File: src/rtl/pipeline_hazard_ctrl.sv
// Stall/flush sequencer for a 5-stage pipeline: load-use, branch flush, I/D-side waits.
// Optional perf counters are built when PIPE_PERF_CNT_EN is defined.
module pipeline_hazard_ctrl #(
  parameter int REG_W        = 5,
  parameter int FLUSH_CYCLES = 1,
  parameter int TIMEOUT      = 255
) (
  input  logic             clk,
  input  logic             reset,
  input  logic [REG_W-1:0] id_rs1,
  input  logic [REG_W-1:0] id_rs2,
  input  logic             id_use_rs1,
  input  logic             id_use_rs2,
  input  logic [REG_W-1:0] ex_rd,
  input  logic             ex_mem_read,
  input  logic             ex_branch_taken,
  input  logic             imem_ready,
  input  logic             dmem_req,
  input  logic             dmem_ready,
  output logic             pc_en,
  output logic             ifid_en,
  output logic             idex_en,
  output logic             exmem_en,
  output logic             memwb_en,
  output logic             ifid_flush,
  output logic             idex_flush,
  output logic             mem_timeout,
  output logic [31:0]      stall_cycles,
  output logic [31:0]      flush_events
);

  localparam int FW = (FLUSH_CYCLES > 1) ? $clog2(FLUSH_CYCLES) : 1;
  localparam int WW = $clog2(TIMEOUT + 1);

  typedef enum logic [1:0] {RUN, FLUSH, DWAIT} state_t;

  state_t        state_reg, state_next;
  state_t        ret_reg, ret_next;
  state_t        eval_state;
  logic [FW-1:0] flush_cnt_reg, flush_cnt_next;
  logic [WW-1:0] wait_cnt_reg, wait_cnt_next;
  logic          mem_timeout_reg;
  logic          load_use;
  logic          frozen;
  logic          wait_hit;

  assign load_use = ex_mem_read && (ex_rd != '0) &&
                    ((id_use_rs1 && (id_rs1 == ex_rd)) || (id_use_rs2 && (id_rs2 == ex_rd)));

  // A release cycle out of DWAIT behaves exactly like the state we froze in.
  assign eval_state = (state_reg == DWAIT) ? ret_reg : state_reg;
  assign frozen     = (state_reg == DWAIT) ? !dmem_ready : (dmem_req && !dmem_ready);

  always_comb begin
    pc_en          = 1'b1;
    ifid_en        = 1'b1;
    idex_en        = 1'b1;
    exmem_en       = 1'b1;
    memwb_en       = 1'b1;
    ifid_flush     = 1'b0;
    idex_flush     = 1'b0;
    state_next     = state_reg;
    ret_next       = ret_reg;
    flush_cnt_next = flush_cnt_reg;
    wait_cnt_next  = wait_cnt_reg;
    wait_hit       = 1'b0;

    if (frozen) begin
      {pc_en, ifid_en, idex_en, exmem_en, memwb_en} = 5'b00000;
      if (state_reg == DWAIT) begin
        wait_cnt_next = (wait_cnt_reg == WW'(TIMEOUT)) ? wait_cnt_reg : wait_cnt_reg + 1'b1;
      end else begin
        state_next    = DWAIT;
        ret_next      = state_reg;
        wait_cnt_next = WW'(1);
      end
      wait_hit = (wait_cnt_next == WW'(TIMEOUT));
    end else begin
      if (state_reg == DWAIT) begin
        wait_cnt_next = '0;
      end
      if (eval_state == FLUSH) begin
        pc_en      = imem_ready;
        ifid_flush = 1'b1;
        idex_flush = 1'b1;
        if (ex_branch_taken) begin
          flush_cnt_next = FW'(FLUSH_CYCLES - 1);
          state_next     = (FLUSH_CYCLES > 1) ? FLUSH : RUN;
        end else if (flush_cnt_reg <= FW'(1)) begin
          flush_cnt_next = '0;
          state_next     = RUN;
        end else begin
          flush_cnt_next = flush_cnt_reg - 1'b1;
          state_next     = FLUSH;
        end
      end else begin
        state_next = RUN;
        if (ex_branch_taken) begin
          ifid_flush = 1'b1;
          idex_flush = 1'b1;
          if (FLUSH_CYCLES > 1) begin
            state_next     = FLUSH;
            flush_cnt_next = FW'(FLUSH_CYCLES - 1);
          end
        end else if (load_use) begin
          pc_en      = 1'b0;
          ifid_en    = 1'b0;
          idex_flush = 1'b1;
        end else if (!imem_ready) begin
          pc_en      = 1'b0;
          ifid_flush = 1'b1;
        end
      end
    end

    if (reset) begin
      {pc_en, ifid_en, idex_en, exmem_en, memwb_en} = 5'b00000;
      ifid_flush = 1'b1;
      idex_flush = 1'b1;
    end
  end

  always_ff @(posedge clk) begin
    if (reset) begin
      state_reg       <= RUN;
      ret_reg         <= RUN;
      flush_cnt_reg   <= '0;
      wait_cnt_reg    <= '0;
      mem_timeout_reg <= 1'b0;
    end else begin
      state_reg     <= state_next;
      ret_reg       <= ret_next;
      flush_cnt_reg <= flush_cnt_next;
      wait_cnt_reg  <= wait_cnt_next;
      if (wait_hit) begin
        mem_timeout_reg <= 1'b1;
      end
    end
  end

  assign mem_timeout = mem_timeout_reg;

`ifdef PIPE_PERF_CNT_EN
  logic [31:0] stall_cycles_reg;
  logic [31:0] flush_events_reg;

  always_ff @(posedge clk) begin
    if (reset) begin
      stall_cycles_reg <= '0;
      flush_events_reg <= '0;
    end else begin
      if (!pc_en) begin
        stall_cycles_reg <= stall_cycles_reg + 32'd1;
      end
      // Branches seen while frozen are not counted; they are counted at release.
      if (ex_branch_taken && !frozen) begin
        flush_events_reg <= flush_events_reg + 32'd1;
      end
    end
  end

  assign stall_cycles = stall_cycles_reg;
  assign flush_events = flush_events_reg;
`else
  assign stall_cycles = 32'd0;
  assign flush_events = 32'd0;
`endif

endmodule

File: config.mk
export PLATFORM = sky130hd
export DESIGN_NAME = pipeline_hazard_ctrl
export DESIGN_NICKNAME = d
export VERILOG_FILES = /design/src/rtl/pipeline_hazard_ctrl.sv
export SDC_FILE = /design/constraint.sdc
export NUM_CORES = 1
export LEC_CHECK = 0
export ABC_AREA = 1
export CAP_MARGIN = 15
export CORE_MARGIN = 5
export CORE_UTILIZATION = 36
export CTS_BUF_LIST = sky130_fd_sc_hd__clkbuf_8 sky130_fd_sc_hd__clkbuf_16
export CTS_CLUSTER_SIZE = 16
export DETAILED_ROUTE_END_ITERATION = 8
export HOLD_SLACK_MARGIN = 0.15
export PLACE_DENSITY = 0.78
export SLEW_MARGIN = 0
export SYNTH_ARGS = -nofsm -noshare
export SYNTH_HDL_FRONTEND = slang
export SYNTH_SLANG_ARGS = --single-unit
File: constraint.sdc
create_clock -name clk -period 1.69 [get_ports clk]
set_input_delay 0.338 -clock clk [delete_from_list [all_inputs] [get_ports clk]]
set_output_delay 0.338 -clock clk [all_outputs]
set_load 0.005 [all_outputs]
# Word-level counts from Yosys, hierarchy flattened
# Cells that the tools add are included.
# word_totals
reg_bits	14
output_inout_bits	72
word_cells	65
in_bits	24
# op_classes
reduce_logical	10
add_sub_neg	2
n_eq_ne	7
order_cmp	1
mux	39
n_bitwise	1
# ops
cell	n
$mux W8	5
$mux W1	30
$eq A8 B8 Y1 const B	2
$eq A5 B5 Y1	2
$add A8 B1 Y8 const B	1
$mux W2	4
$logic_and A1 B1 Y1	5
$reduce_bool A5 Y1	1
$eq A2 B1 Y1 const B	1
$eq A2 B2 Y1 const B	1
$ne A2 B2 Y1 const B	1
$reduce_and A2 Y1	1
$reduce_bool A2 Y1	1
$le A1 B1 Y1 const B	1
$logic_not A1 Y1	1
$logic_or A1 B1 Y1	1
$not A1 Y1	1
$sub A1 B1 Y1 const B	1

# Depth between registers and ports, before layout
# logic_depth
word_depth	9
depth_mapped	10
ltp_nobuf	10

# Least setup slack after synthesis
# OpenSTA, ideal clock, no wires.
# synth_path
kind	reg-to-output
startpoint	register state_reg[1]
endpoint	output pc_en
slack_ns	0.252
required_time_ns	1.352
stages_incl_launch_ff	7
arrival_time_ns	1.100
n_path_buf	0
path_cell_list	dfxtp_1 inv_2 nand3_2 nand2_2 nor2_1 nand2_1 nor2_1
# synth_via
elab_chain_len	6
# synth_lines
element	line	source
from (decl)	37	state_t state_reg, state_next;
from (signal assigned)	131	state_reg <= state_next;
$eq A2 B2 Y1	51, 52	
$mux W2	-	
$eq A2 B1 Y1	82	if (eval_state == FLUSH) begin
$mux W1	82	
$mux W1 (*)	68	if (frozen) begin
$mux W1 (*)	116	if (reset) begin
to (decl)	20	output logic pc_en,
# Every way passes the cells marked *; elsewhere a longest branch is shown, timed or not.

# Worst setup path in the final report
# layout_path
startpoint	input dmem_ready
endpoint	output ifid_flush
# layout_via
elab_chain_len	5
# layout_lines
element	line	source
from (decl)	19	input logic dmem_ready,
$logic_not A1 Y1 (*)	52	assign frozen = (state_reg == DWAIT) ? !dmem_ready : (dmem_req && !dmem_ready);
$logic_and A1 B1 Y1	52	
$mux W1 (*)	52	
$mux W1 (*)	68	
$mux W1 (*)	116	
to (decl)	25	output logic ifid_flush,
# Marks and branches as above.

==> reports/metrics.yaml <==
status: "finished with violations"
violations: "setup timing"
cap_violations: 0
max_freq_ghz: 0.586
clkLatencyLatePin_ns: 0.24
seq_area_frac_synth_pct: 16.6
crit_fanout: 2
arrival_ns: 1.37
synth_top_area_share_pct: 34.2
syn-cell-area_um2: 1450
post-route-util_pct: 44.9
hold_path.class: "flop to flop"
dp_hpwl_um: 2410
fin_ws_ns: -0.0176
via_per_inst: 4.10
clock-sinks: 12
dp.cells: 306
grt_max_degree: 9
grt_pass1_wl_um: 4650
hold_start: "mem_timeout"
fin_setup_tns_ns: -0.0176
hold_violations: 0
start_util_pct: 36.8
ant_nets: 0
drc: 0
r2r-start: "wait_cnt_reg[0]"
yosysWarnings: 0
portBuffers: 31
cts_tree: "built"
holdWs_ns: 0.462
finalSetupViolCount: 1
clockBufferDepth: 2
syn_inst: 221
critPathLaunchType: "input port"
antenna_found_initial: 0
endpoint_kind: "primary output"
switching_share_pct: 28.5
synth_cell_type_count: 27
fin_crit_sh_pct: 101
cp-startpoint: "dmem_ready"
cts-root-buf: "clkbuf_8"
hold_buffers: 0
synth_top_area_cell: "buf_4"
numCtsBuffers: 3
cts_max_level: 1
io_pins: 96
leakage_uw: 0.000903
drt_iter0_drc: 14
clock_skew_ns: 0.00554
power.share.clock_pct: 36.1
finalNonFillerCells: 320
maxSlewViolCount: 0
path_clk_slew_ns: 0.05
gp_congestion: 0.824
die_width_um: 73.5
dr.pass1.iters: 5
wirelength_um: 3180
ys_ff_latch: 12
p_switching_uw: 239
core_area_um2: 3940
row_count: 23
synthTopCellsByArea: "buf_4 34%, dfxtp_1 17%, nand2_1 10%"
diodes: 0
dieHeight_um: 73.5
p_int_uw: 599
crit_type: "input port to primary output"
seq_power_share_pct: 34.9
synth_area_per_cell_um2: 6.56
wl_per_cell_um: 9.92
p_per_area_nw_per_um2: 473
rsz0062_at_grt: "true"
die_area_um2: 5400
synthToLayoutAreaGrowth_pct: 22.2
p_comb_share_pct: 29.0
layout-drive-gt1-share_pct: 28.5
vias: 1311
ir_drop_uv: 240
track_usage_pct: 10.7
cp.required_ns: 1.35
largest_reg_flops: 8
fin_nets: 296
grt_overflow: 0
grt_pass1_vias: 1147
finalCriticalPeriod_ns: 1.71
-- cells in the final DEF (no fill, tap or decap), types with 4 or more instances in the layout --
cell type / Yosys / routed
nor2_1: 20 / 15
clkdlybuf4s50_1: 0 / 4
clkbuf_2: 0 / 11
dfxtp_1: 12 / 11
buf_2: 1 / 5
buf_6: 0 / 9
conb_1: 1 / 64
buf_4: 66 / 15
clkbuf_8: 0 / 4
nor2_2: 2 / 4
dlygate4sd2_1: 0 / 4
xor2_1: 5 / 5
inv_1: 21 / 18
nor2_4: 3 / 6
a21oi_1: 9 / 8
nand2_1: 40 / 37
nand3_1: 18 / 17
nand2_2: 3 / 4
-- critical path: stages --
cell,delay [ns]
clkdlybuf4s15_2,0.23
inv_1,0.11
nand3_4,0.10
buf_6,0.13
a21oi_4,0.12
a31o_1,0.11
inv_1,0.04
nand2_1,0.04
inv_1,0.03
buf_2,0.11
-- power groups by stage --
stage          clock network [uW]  registers, uW  logic (uW)
4_1_cts                       313            292         226
3_5_place_dp                    0            299         219
6_report                      302            292         243
2_1_floorplan                   0            297         219
5_1_grt                       325            293         269
3_3_place_gp                    0            299         216
-- per-layer routing --
metal,wire length (um),share of wire (%),vias up,GRT usage [%]
met5,0,0,-,0
met4,74,2.3,0,5.03
met3,344,11,9,2.05
met2,1700,54,71,20.1
met1,1050,33,574,11.2
li1,-,-,657,-
-- timing repair --
item                                    4_1_cts  5_1_grt
pin swaps                                    20       18
cloned                                        0        0
endpoints found under the setup margin        7        7
setup buffers                                 9        1
gates resized for setup                      92       34
-- layout make-up --
class / count / area (um^2)
clock buffers: 4 / 55.1
flip-flops and latches: 12 / 244
inverters: 24 / 100
repair buffers: 49 / 380
well taps: 50 / 62.6
multi-input cells: 181 / 930
fillers: 384 / 2170
-- synth_stat cells --
cell type and instances:
buf_4 66, nand2_1 40, inv_1 21, nor2_1 20, nand3_1 18, dfxtp_1 12
a21oi_1 9, o21ai_0 5, xor2_1 5, inv_2 3, nand2_2 3, nor2_4 3
nor2_2 2, a21oi_2 1, a21oi_4 1, a2bb2oi_1 1, a31o_1 1, a32o_1 1
buf_2 1, conb_1 1, ha_1 1, nand3_2 1, nand4_1 1, nor2_8 1
nor3b_1 1, o21ai_1 1, o21bai_1 1
-- final timing paths --
kind	endpoint	slack (ns)	cells after the start
max	ifid_flush	-0.02	10
min	mem_timeout	0.46	2
max reg2reg	wait_cnt_reg[1]	0.20	9
min reg2reg	mem_timeout	0.46	2
-- cell families after synthesis --
kind of cell	after synthesis	share of synthesized area, %
fa+ha+maj	1	0.863
simple gates	90	29.2
other cells	1	0.259
compound gates	21	9.32
buf+inv	91	40.7
xor+xnor	5	3.02
flops	12	16.6
-- per-stage QoR --
| stage | worst slack [ns] | total power, uW | cell area [um^2] |
|---|---|---|---|
| 6_report | -0.0176 | 838 | 1770 |
| 3_5_place_dp | -0.730 | 518 | 1620 |
| 3_3_place_gp | -0.684 | 515 | 1620 |
| 5_1_grt | -0.0899 | 887 | 1770 |
| 4_1_cts | -0.0452 | 831 | 1750 |
| 2_1_floorplan | 0.252 | 516 | 1690 |
Note: power is estimated with default switching activity, not from simulation.
